===== config.mk =====
export PLATFORM = sky130hd
export DESIGN_NAME = aes_round_state_seq
export DESIGN_NICKNAME = d
export VERILOG_FILES = /design/src/rtl/aes_round_state_seq.sv
export SDC_FILE = /design/constraint.sdc
export NUM_CORES = 1
export LEC_CHECK = 0
export CAP_MARGIN = 20
export CORE_AREA = 2 2 256 258
export DETAILED_ROUTE_END_ITERATION = 10
export DIE_AREA = 0 0 258 260
export MAX_ROUTING_LAYER = met4
export SYNTH_ARGS = -nofsm -noshare
export SYNTH_HDL_FRONTEND = slang
export SYNTH_SLANG_ARGS = --single-unit

===== constraint.sdc =====
create_clock -name clk -period 3.9 [get_ports clk]
set_input_delay 0.585 -clock clk [delete_from_list [all_inputs] [get_ports clk]]
set_output_delay 0.585 -clock clk [all_outputs]
set_load 0.005 [all_outputs]

===== src/rtl/aes_round_state_seq.sv =====
// AES round sequencer: holds the 128-bit cipher state, steps round_idx for the key schedule, and registers the round-cone result.
// Optional build macro AES_ROUND_ABORT_EN adds an 'abort' input that drops the block in flight.
module aes_round_state_seq #(
  parameter int NR = 10,
  parameter int DW = 128
) (
  input  logic          clk,
  input  logic          rst_n,
`ifdef AES_ROUND_ABORT_EN
  input  logic          abort,
`endif
  input  logic          in_valid,
  output logic          in_ready,
  input  logic [DW-1:0] in_data,
  input  logic [DW-1:0] round_key,
  output logic [3:0]    round_idx,
  output logic [DW-1:0] rl_state,
  output logic          rl_last,
  input  logic [DW-1:0] rl_result,
  output logic          out_valid,
  input  logic          out_ready,
  output logic [DW-1:0] out_data
);

  typedef enum logic [1:0] {IDLE, ROUND, DONE} fsm_t;

  localparam logic [3:0] LAST_IDX = 4'(NR);

  fsm_t          fsm;
  logic [DW-1:0] state_q;
  logic          abort_hit;

`ifdef AES_ROUND_ABORT_EN
  // abort is only meaningful while a block is in flight; in IDLE it is ignored
  assign abort_hit = abort && (fsm != IDLE);
`else
  assign abort_hit = 1'b0;
`endif

  assign rl_state = state_q;
  assign out_data = state_q;

  always_ff @(posedge clk) begin
    if (!rst_n || abort_hit) begin
      fsm       <= IDLE;
      state_q   <= '0;
      round_idx <= '0;
      in_ready  <= 1'b1;
      out_valid <= 1'b0;
      rl_last   <= 1'b0;
    end else begin
      case (fsm)
        IDLE: begin
          // round_idx is 0 here, so round_key is the whitening key
          if (in_valid && in_ready) begin
            state_q   <= in_data ^ round_key;
            round_idx <= 4'd1;
            rl_last   <= (LAST_IDX == 4'd1);
            in_ready  <= 1'b0;
            fsm       <= ROUND;
          end
        end
        ROUND: begin
          state_q <= rl_result;
          if (round_idx == LAST_IDX) begin
            rl_last   <= 1'b0;
            out_valid <= 1'b1;
            fsm       <= DONE;
          end else begin
            round_idx <= round_idx + 4'd1;
            rl_last   <= ((round_idx + 4'd1) == LAST_IDX);
          end
        end
        DONE: begin
          if (out_ready) begin
            out_valid <= 1'b0;
            round_idx <= '0;
            in_ready  <= 1'b1;
            fsm       <= IDLE;
          end
        end
        default: begin
          fsm       <= IDLE;
          round_idx <= '0;
          in_ready  <= 1'b1;
          out_valid <= 1'b0;
          rl_last   <= 1'b0;
        end
      endcase
    end
  end

endmodule


# Word level (Yosys, flattened, before mapping)
# Index checks and enable logic that the tools add are counted.
dict set report totals {
  ff_bits 137
  out_inout_bits 263
  wordCells 46
}
dict set report classes {
  addsub 1
  eq_ne 8
  n_mux 18
  bitwise 4
  reduce_logical 9
}
# operator n
set op_table {}
lappend op_table {{$pmux 128 s2} 1}
lappend op_table {{$mux 128} 1}
lappend op_table {{$xor 128x128->128} 1}
lappend op_table {{$mux 4} 3}
lappend op_table {{$pmux 4 s3} 1}
lappend op_table {{$reduce_and 3->1} 4}
lappend op_table {{$pmux 1 s3} 3}
lappend op_table {{$eq 4x4->1 const B} 2}
lappend op_table {{$ne 2x2->1 const B} 4}
lappend op_table {{$mux 2} 3}
lappend op_table {{$pmux 2 s3} 1}
lappend op_table {{$mux 1} 5}
lappend op_table {{$add 4x1->4 const B} 1}
lappend op_table {{$reduce_and 2->1} 2}
lappend op_table {{$not 1->1} 3}
lappend op_table {{$eq 2x1->1 const B} 1}
lappend op_table {{$eq 2x2->1 const B} 1}
lappend op_table {{$logic_not 2->1} 1}
lappend op_table {{$reduce_bool 2->1} 1}
lappend op_table {{$logic_and 1x1->1} 1}

# Depth between registers and ports, before layout
# Gate-level depths: netlist (run 1).
dict set report logic_depth {
  word_depth 4
  ltp_mapped 7
  ltp_nobuf 5
}

# Worst setup path after synthesis (run 1)
# Ideal clock, no wire load.
dict set report synth_timing {
  kind {input-to-reg}
  from {input rst_n}
  to {register state_q[0], in the netlist out_data[0]}
  t_arrival_ps 1527
  t_required_ps 3832
  setup_slack_ps 2305
  cell_stages 6
  path_buffers 3
  path_cell_list {buf_4 inv_2 or3_4 buf_6 buf_6 o2bb2ai_2}
}
# element line
set synth_lines {}
lappend synth_lines {{start: declaration} 8} ;# input logic rst_n,
lappend synth_lines {{end signal: assignment} 56} ;# state_q <= in_data ^ round_key;
lappend synth_lines {{end signal: assignment} 64} ;# state_q <= rl_result;
lappend synth_lines {{end: declaration} 30} ;# logic [DW-1:0] state_q;

==> impl_metrics.json, run 1 <==
{
  "finClkSkew_ns": 0.00708,
  "wl_per_cell_um": 16.9,
  "grt_pass1_vias": 7788,
  "finalNetCount": 1638,
  "post_dp_cell_area_mm2": 0.0141,
  "wl_um": 35700,
  "syn-num-nets": 1148,
  "tightest_slew_ns": 0.917,
  "max_freq_mhz": 434,
  "drtAntennaViolNets": 0,
  "grt_max_degree": 78,
  "rows": 93,
  "cts_buffer_depth": 2,
  "setup_viol": 0,
  "total_power_uw": 5070,
  "status": "finished, final reports clean",
  "cpMaxStageDelayCell": "buf_4",
  "area_growth_pct": 90.7,
  "tns_ns": 0,
  "h-tree-depth": 4,
  "grt.total_usage_pct": 10.4,
  "hold_class": "reg -> reg",
  "routabilityCongestion": 0.867,
  "drv_slew": 0,
  "cts_setup_buffers": 0,
  "clock-sinks": 137,
  "yosys_warnings": 0,
  "startpoint_type": "primary input",
  "cts_tree": "done",
  "cts-root-buf": "clkbuf_16",
  "critical_path_arrival_ns": 2.63,
  "cts-buffers-inserted": 17,
  "dr.pass1.iters": 4,
  "required_ns": 4.22,
  "vias": 7790,
  "path_cells": "clkdlybuf4s50_1, inv_2, or3_4, buf_4, o2bb2ai_1",
  "fp.dieH_um": 260,
  "max_cap_violations": 0,
  "die_area_mm2": 0.0671,
  "avgSynthCellArea_um2": 10.2,
  "finalCritPeriodShare_pct": 59.1,
  "drive_gt1_share_pct": 6.90,
  "hold_buffers": 0,
  "ys_types": 36,
  "relSlewSlack_pct": 38.9,
  "cp-end-kind": "register",
  "initial_utilization_pct": 12.0,
  "min_path_cells": 1,
  "clkSlewWorstSetupHoldPaths_ns": 0.06,
  "synthCells": 757,
  "portBuffers": 650,
  "leakage_uw": 0.00503,
  "min_period_ns": 2.30,
  "viasPerCell": 3.68,
  "rsz0062_at_grt": "no",
  "r2r_cells": 4,
  "grt_pass1_wl_um": 49700,
  "power.density_mw_per_mm2": 346,
  "slowest_delay_ns": 0.62,
  "clk_latency_ns": 0.46,
  "stdcell_area_mm2": 0.0147,
  "netlist_area_mm2": 0.00768,
  "finalHoldViolCount": 0,
  "die_w_um": 258,
  "drc": 0,
  "fin_util_pct": 22.9,
  "critPathKind": "in -> reg",
  "core_region_area_mm2": 0.0641,
  "ys_seq_area_share_pct": 35.7,
  "ir_worst_vdd_mv": 0.222,
  "critPathMaxFanout": 61,
  "antenna_found_initial": 6,
  "drt_iter0_markers": 271,
  "cts.repair.resized": 0,
  "dp_hpwl_um": 28200,
  "ys_ff_latch": 137,
  "io_pins": 651,
  "overflow": 0
}
## power breakdown
group / switching [µW] / leakage, µW / internal [µW]
sequential: 181 / 0.00113 / 1560
combinational: 588 / 0.00362 / 1070
clock: 699 / 0.000273 / 960
total: 1470 / 0.00503 / 3600
## cell usage after synthesis (all sizes together)
master	instances	area share, %
buf	174	17
dfxtp	137	36
o22ai	129	11
xor2	129	15
o2bb2ai	127	18
clkbuf	14	0.68
nand2	8	0.39
a21oi	6	0.44
inv	5	0.24
ha	3	0.49
a22oi	2	0.20
nand3	2	0.13
nand3b	2	0.20
o21ai	2	0.13
o32ai	2	0.23
or3	2	0.23
a221oi	1	0.11
a22o	1	0.11
a2bb2o	1	0.13
a31o	1	0.11
and3b	1	0.11
nand2b	1	0.081
nor2	1	0.049
nor2b	1	0.081
nor3	1	0.065
o2111ai	1	0.11
o21a	1	0.098
o31ai	1	0.098
xnor2	1	0.11
## final cells by class
cell class,count,area (µm²)
Antenna cell,1,2.50
Inverter,5,21.3
Tap cell,855,1070
Clock inverter,13,143
Timing Repair Buffer,659,6640
Multi-Input combinational cell,427,3600
Sequential cell,137,2740
Clock buffer,19,443
Fill cell,6878,49500
## metrics by stage
step	setup WS (ns)	instances	hold WS, ns
after global placement	1.17	2083	0.471
after floorplan	2.31	757	0.452
after detailed placement	1.07	2083	0.475
final	1.60	2116	0.485
after CTS	1.62	2115	0.489
after global routing	1.49	2116	0.497
## state kept, by name, summed over array words and instances (netlist names)
signal / cells
fsm: 2
in_ready: 1
out_data: 128
out_valid: 1
rl_last: 1
round_idx: 4
## cell usage in the layout (no fill, tap or decap), types with 3 or more instances in the layout
master / count
clkbuf_16: 17
dfxtp_1: 137
inv_1: 3
clkinvlp_4: 5
clkdlybuf4s50_1: 650
o2bb2ai_2: 40
buf_12: 5
ha_1: 3
inv_6: 4
xor2_1: 129
o22ai_1: 129
o2bb2ai_1: 87
a21oi_1: 5
nand2_1: 8
buf_4: 4
## cells by family after synthesis
family	count (synthesis)	synth area share [%]
AND/OR/NAND/NOR	19	1.34
buffers and inverters	193	17.7
XOR/XNOR	130	14.8
adder cells (fa/ha/maj)	3	0.488
AO/OA/AOI/OAI	275	30.0
flip-flops	137	35.7
## final timing paths
path                     start      endpoint  slack (ns)
hold reg to reg   out_data[50]  out_data[50]        0.48
setup / recovery         rst_n  out_data[55]        1.60
setup reg to reg        fsm[0]  out_data[34]        1.70
hold / removal    out_data[50]  out_data[50]        0.48
## critical path, delay by kind of cell
family / cells / cell delay, ns
simple gates: 1 / 0.42
compound gates: 1 / 0.12
buf+inv: 3 / 1.37
## layer usage
metal  vias to the layer above  GRT usage, %  wire, µm
li1                       3682             -         -
met2                       388          18.1     18800
met5                         -             -         0
met3                        42          2.90      2440
met4                         0          4.45       802
met1                      3678          10.9     13600
Note: power is estimated with default switching activity, not from simulation.
==> run 2, diff against run 1 <==
- clock period: 3.9 -> 2.4 ns (I/O delays scaled with it)
==> impl_metrics.json, run 2 (synthesized netlist as in run 1, its figures left out) <==
{
  "cts-root-buf": "clkbuf_16",
  "cts-buffers-inserted": 17,
  "layout_commonest_cell": "clkdlybuf4s50_1",
  "min_period_ns": 1.97,
  "clock-sinks": 137,
  "area_growth_pct": 91.8,
  "cts_buffer_depth": 2,
  "grt_pass1_vias": 7919,
  "ir_worst_vdd_mv": 0.400,
  "relSlewSlack_pct": 49.9,
  "portBuffers": 650,
  "met1_usage_pct": 10.7,
  "drt_iter0_markers": 269,
  "cts_setup_buffers": 0,
  "max_cap_violations": 0,
  "gr-usage-met2_pct": 18.2,
  "cts_tree": "done",
  "tns_ns": 0,
  "cpMaxStageDelayCell": "clkdlybuf4s50_1",
  "setup_viol": 0,
  "initial_utilization_pct": 12.0,
  "grt-busiest-layer": "met2",
  "largest_reg_flops": 128,
  "wl_per_cell_um": 16.7,
  "finClkSkew_ns": 0.0155,
  "required_ns": 2.04,
  "h-tree-depth": 4,
  "critPathKind": "reg -> out",
  "drtAntennaViolNets": 0,
  "io_pins": 651,
  "finalNetCount": 1642,
  "drv_slew": 0,
  "dp_hpwl_um": 28500,
  "path_buf_inv": 1,
  "cts.repair.resized": 0,
  "hold_buffers": 0,
  "die_w_um": 258,
  "instances_no_fill": 2119,
  "vias": 7750,
  "post_dp_cell_area_mm2": 0.0141,
  "crit_start": "out_data[33]",
  "antenna_found_initial": 5,
  "preCtsSetupSlack_ns": 0.280,
  "status": "finished, final reports clean",
  "max_freq_mhz": 507,
  "rows": 93,
  "finalCritPeriodShare_pct": 82.2,
  "dr.pass1.iters": 4,
  "slowest_delay_ns": 0.76,
  "fin_util_pct": 23.0,
  "grt_pass1_wl_um": 49700,
  "hold_class": "reg -> reg",
  "worstReg2RegStart": "fsm[0]",
  "critical_path_arrival_ns": 1.61,
  "stdcell_area_mm2": 0.0147,
  "crit_family": "buffers and inverters",
  "drive_gt1_share_pct": 7.21,
  "viasPerCell": 3.66,
  "die_area_mm2": 0.0671,
  "tightest_slew_ns": 0.752,
  "critPathMaxFanout": 3,
  "layout_setup_ws_ns": 0.426,
  "holdCritStartpoint": "out_data[122]",
  "use_met3_pct": 2.76,
  "startpoint_type": "register",
  "cp-end-kind": "primary output",
  "clkSlewWorstSetupHoldPaths_ns": 0.06,
  "rsz0062_at_grt": "no",
  "layout_common_cells": "650 x clkdlybuf4s50_1, 137 x dfxtp_1, 129 x xor2_1, 129 x o22ai_1, 87 x o2bb2ai_1",
  "finalHoldViolCount": 0,
  "post-place-cells": 2087,
  "clk_latency_ns": 0.47,
  "overflow": 0,
  "core_region_area_mm2": 0.0641,
  "drc": 0,
  "path_cells": "clkdlybuf4s50_1",
  "fp.dieH_um": 260,
  "leakage_uw": 0.00508,
  "power.density_mw_per_mm2": 571,
  "routabilityCongestion": 0.907,
  "wl_um": 35500,
  "grt.total_usage_pct": 10.3,
  "grt_max_degree": 70
}
-- run 2: final timing paths --
path | cells after the start | slack (ns) | end
worst max-delay path | 1 | 0.43 | out_data[33]
worst min-delay path | 1 | 0.48 | out_data[122]
worst max register to register | 4 | 0.63 | out_data[54]
worst min register to register | 1 | 0.48 | out_data[122]
-- run 2: final cells by class --
class,instances,area (µm²)
Tap cell,855,1070
Antenna cell,1,2.50
Clock buffer,17,425
Timing Repair Buffer,663,6680
Clock inverter,14,198
Multi-Input combinational cell,427,3600
Inverter,5,21.3
Fill cell,6893,49400
Sequential cell,137,2740
-- run 2: where the power goes --
group / switching, µW / internal [µW] / total (µW)
Sequential: 302 / 2540 / 2840
Combinational: 951 / 1750 / 2700
Clock: 1130 / 1740 / 2870
Total: 2390 / 6030 / 8420
-- run 2: routing by layer --
layer	wire (µm)	vias up
li1	-	3686
met5	0	-
met1	13500	3630
met4	1040	0
met2	18500	387
met3	2460	47
-- run 2: metrics by stage --
step                      power, µW  hold WS, ns
after floorplan                3970        0.452
after global placement         5600        0.470
after detailed placement       5620        0.477
after CTS                      8610        0.488
after global routing           8830        0.503
final                          8420        0.484
==> run 3, diff against run 2 <==
- CORE_AREA: 2 2 256 258 -> 2 2 253 255
- DIE_AREA: 0 0 258 260 -> 0 0 255 257
- clock period: 2.4 -> 1.75 ns (I/O delays scaled with it)
==> impl_metrics.json, run 3 (synthesized netlist as in run 1, its figures left out) <==
{
  "routabilityCongestion": 0.783,
  "min_period_ns": 1.69,
  "grt_pass1_wl_um": 46800,
  "layout_common_cells": "646 x clkdlybuf4s50_1, 129 x xor2_1, 129 x o22ai_1",
  "layout_commonest_cell": "clkdlybuf4s50_1",
  "holdPathEnd": "out_valid",
  "grt_pass1_vias": 7962,
  "critPathMaxFanout": 3,
  "rsz0062_at_grt": "no",
  "h-tree-depth": 4,
  "finalNetCount": 1657,
  "core_region_area_mm2": 0.0627,
  "holdCritStartpoint": "out_valid",
  "cts_tree": "done",
  "tightest_slew_ns": 0.449,
  "finalHoldViolCount": 0,
  "largest_reg_flops": 128,
  "post-place-cells": 2093,
  "dp_hpwl_um": 27100,
  "clkSlewWorstSetupHoldPaths_ns": 0.06,
  "die_w_um": 255,
  "nFillCells": 6666,
  "hold_class": "reg -> reg",
  "leakage_uw": 0.00521,
  "path_buf_inv": 1,
  "required_ns": 1.49,
  "cts-buffers-inserted": 17,
  "cpMaxStageDelayCell": "clkdlybuf4s50_1",
  "hold_slack_ns": 0.467,
  "instances_no_fill": 2127,
  "cp-end-kind": "primary output",
  "cts_setup_buffers": 0,
  "cts-root-buf": "clkbuf_16",
  "total_power_uw": 11400,
  "drc": 0,
  "clock-sinks": 137,
  "r2r_slack_ns": 0.16,
  "setup_viol": 0,
  "max_cap_violations": 0,
  "cts.repair.resized": 19,
  "initial_utilization_pct": 12.2,
  "finalCritPeriodShare_pct": 96.3,
  "slowest_delay_ns": 0.55,
  "drive_gt1_share_pct": 9.85,
  "multi_input_area_mm2": 0.00360,
  "wl_per_cell_um": 15.4,
  "overflow": 0,
  "relSlewSlack_pct": 70.1,
  "fp.dieH_um": 257,
  "clk_latency_ns": 0.47,
  "startpoint_type": "register",
  "drv_slew": 0,
  "seq_area_mm2": 0.00277,
  "die_area_mm2": 0.0655,
  "hold_buffers": 0,
  "rows": 92,
  "r2r_cells": 4,
  "stdcell_area_mm2": 0.0149,
  "drtAntennaViolNets": 0,
  "vias": 7667,
  "viasPerCell": 3.60,
  "grt.total_usage_pct": 9.84,
  "area_growth_pct": 93.9,
  "finClkSkew_ns": 0.0182,
  "io_pins": 651,
  "drt_iter0_markers": 250,
  "grt_max_degree": 76,
  "max_freq_mhz": 593,
  "critical_path_arrival_ns": 1.42,
  "critPathKind": "reg -> out",
  "wl_um": 32800,
  "min_path_cells": 2,
  "crit_family": "buffers and inverters",
  "ir_worst_vdd_mv": 0.589,
  "antenna_found_initial": 4,
  "r2r_end": "out_data[21]",
  "dr.pass1.iters": 4,
  "power.density_mw_per_mm2": 766,
  "post_dp_cell_area_mm2": 0.0143,
  "cts_buffer_depth": 2,
  "path_cells": "clkdlybuf4s50_1",
  "status": "finished, final reports clean",
  "worstReg2RegStart": "fsm[0]",
  "portBuffers": 650
}
## run 3: cell type report
class	instances	area share, %
Antenna cell	2	0.0336
Clock buffer	21	3.16
Clock inverter	11	0.974
Inverter	5	0.143
Multi-Input combinational cell	427	24.2
Sequential cell	137	18.6
Tap cell	846	7.10
Timing Repair Buffer	678	45.9
## run 3: power by group
group | internal, µW | switching (µW) | leakage, µW | total [µW]
combinational | 2450 | 1300 | 0.00378 | 3750
clock | 2340 | 1420 | 0.000295 | 3770
sequential | 3500 | 397 | 0.00114 | 3890
## run 3: how the worst max path moves through the flow
stage	from	slack, ns	to	cells past startpoint
final	out_data[86]	0.06	out_data[86]	1
after global routing	out_data[1]	0.004	out_data[1]	1
after CTS	out_data[124]	0.00001	out_data[124]	1
after detailed placement	in_valid	-0.05	out_data[41]	5
after global placement	in_valid	-0.02	out_data[22]	5
after floorplan	round_idx[0]	0.37	round_idx[0]	5
## run 3: metal layers
layer / part of all wire [%] / up-vias / track usage [%]
met1: 38 / 3533 / 10.4
li1: - / 3703 / -
met5: 0 / - / -
met2: 51 / 388 / 17.2
met3: 8.3 / 43 / 2.77
met4: 2.1 / 0 / 3.93
## run 3: per-stage QoR
stage	TNS, ns	worst slack (ns)	utilization [%]
finish	0	0.0646	23.7
global route	0	0.00353	23.7
global placement	-0.0694	-0.0205	22.7
detailed placement	-1.00	-0.0527	22.7
floorplan	0	0.374	-
CTS	0	0.0000141	23.7
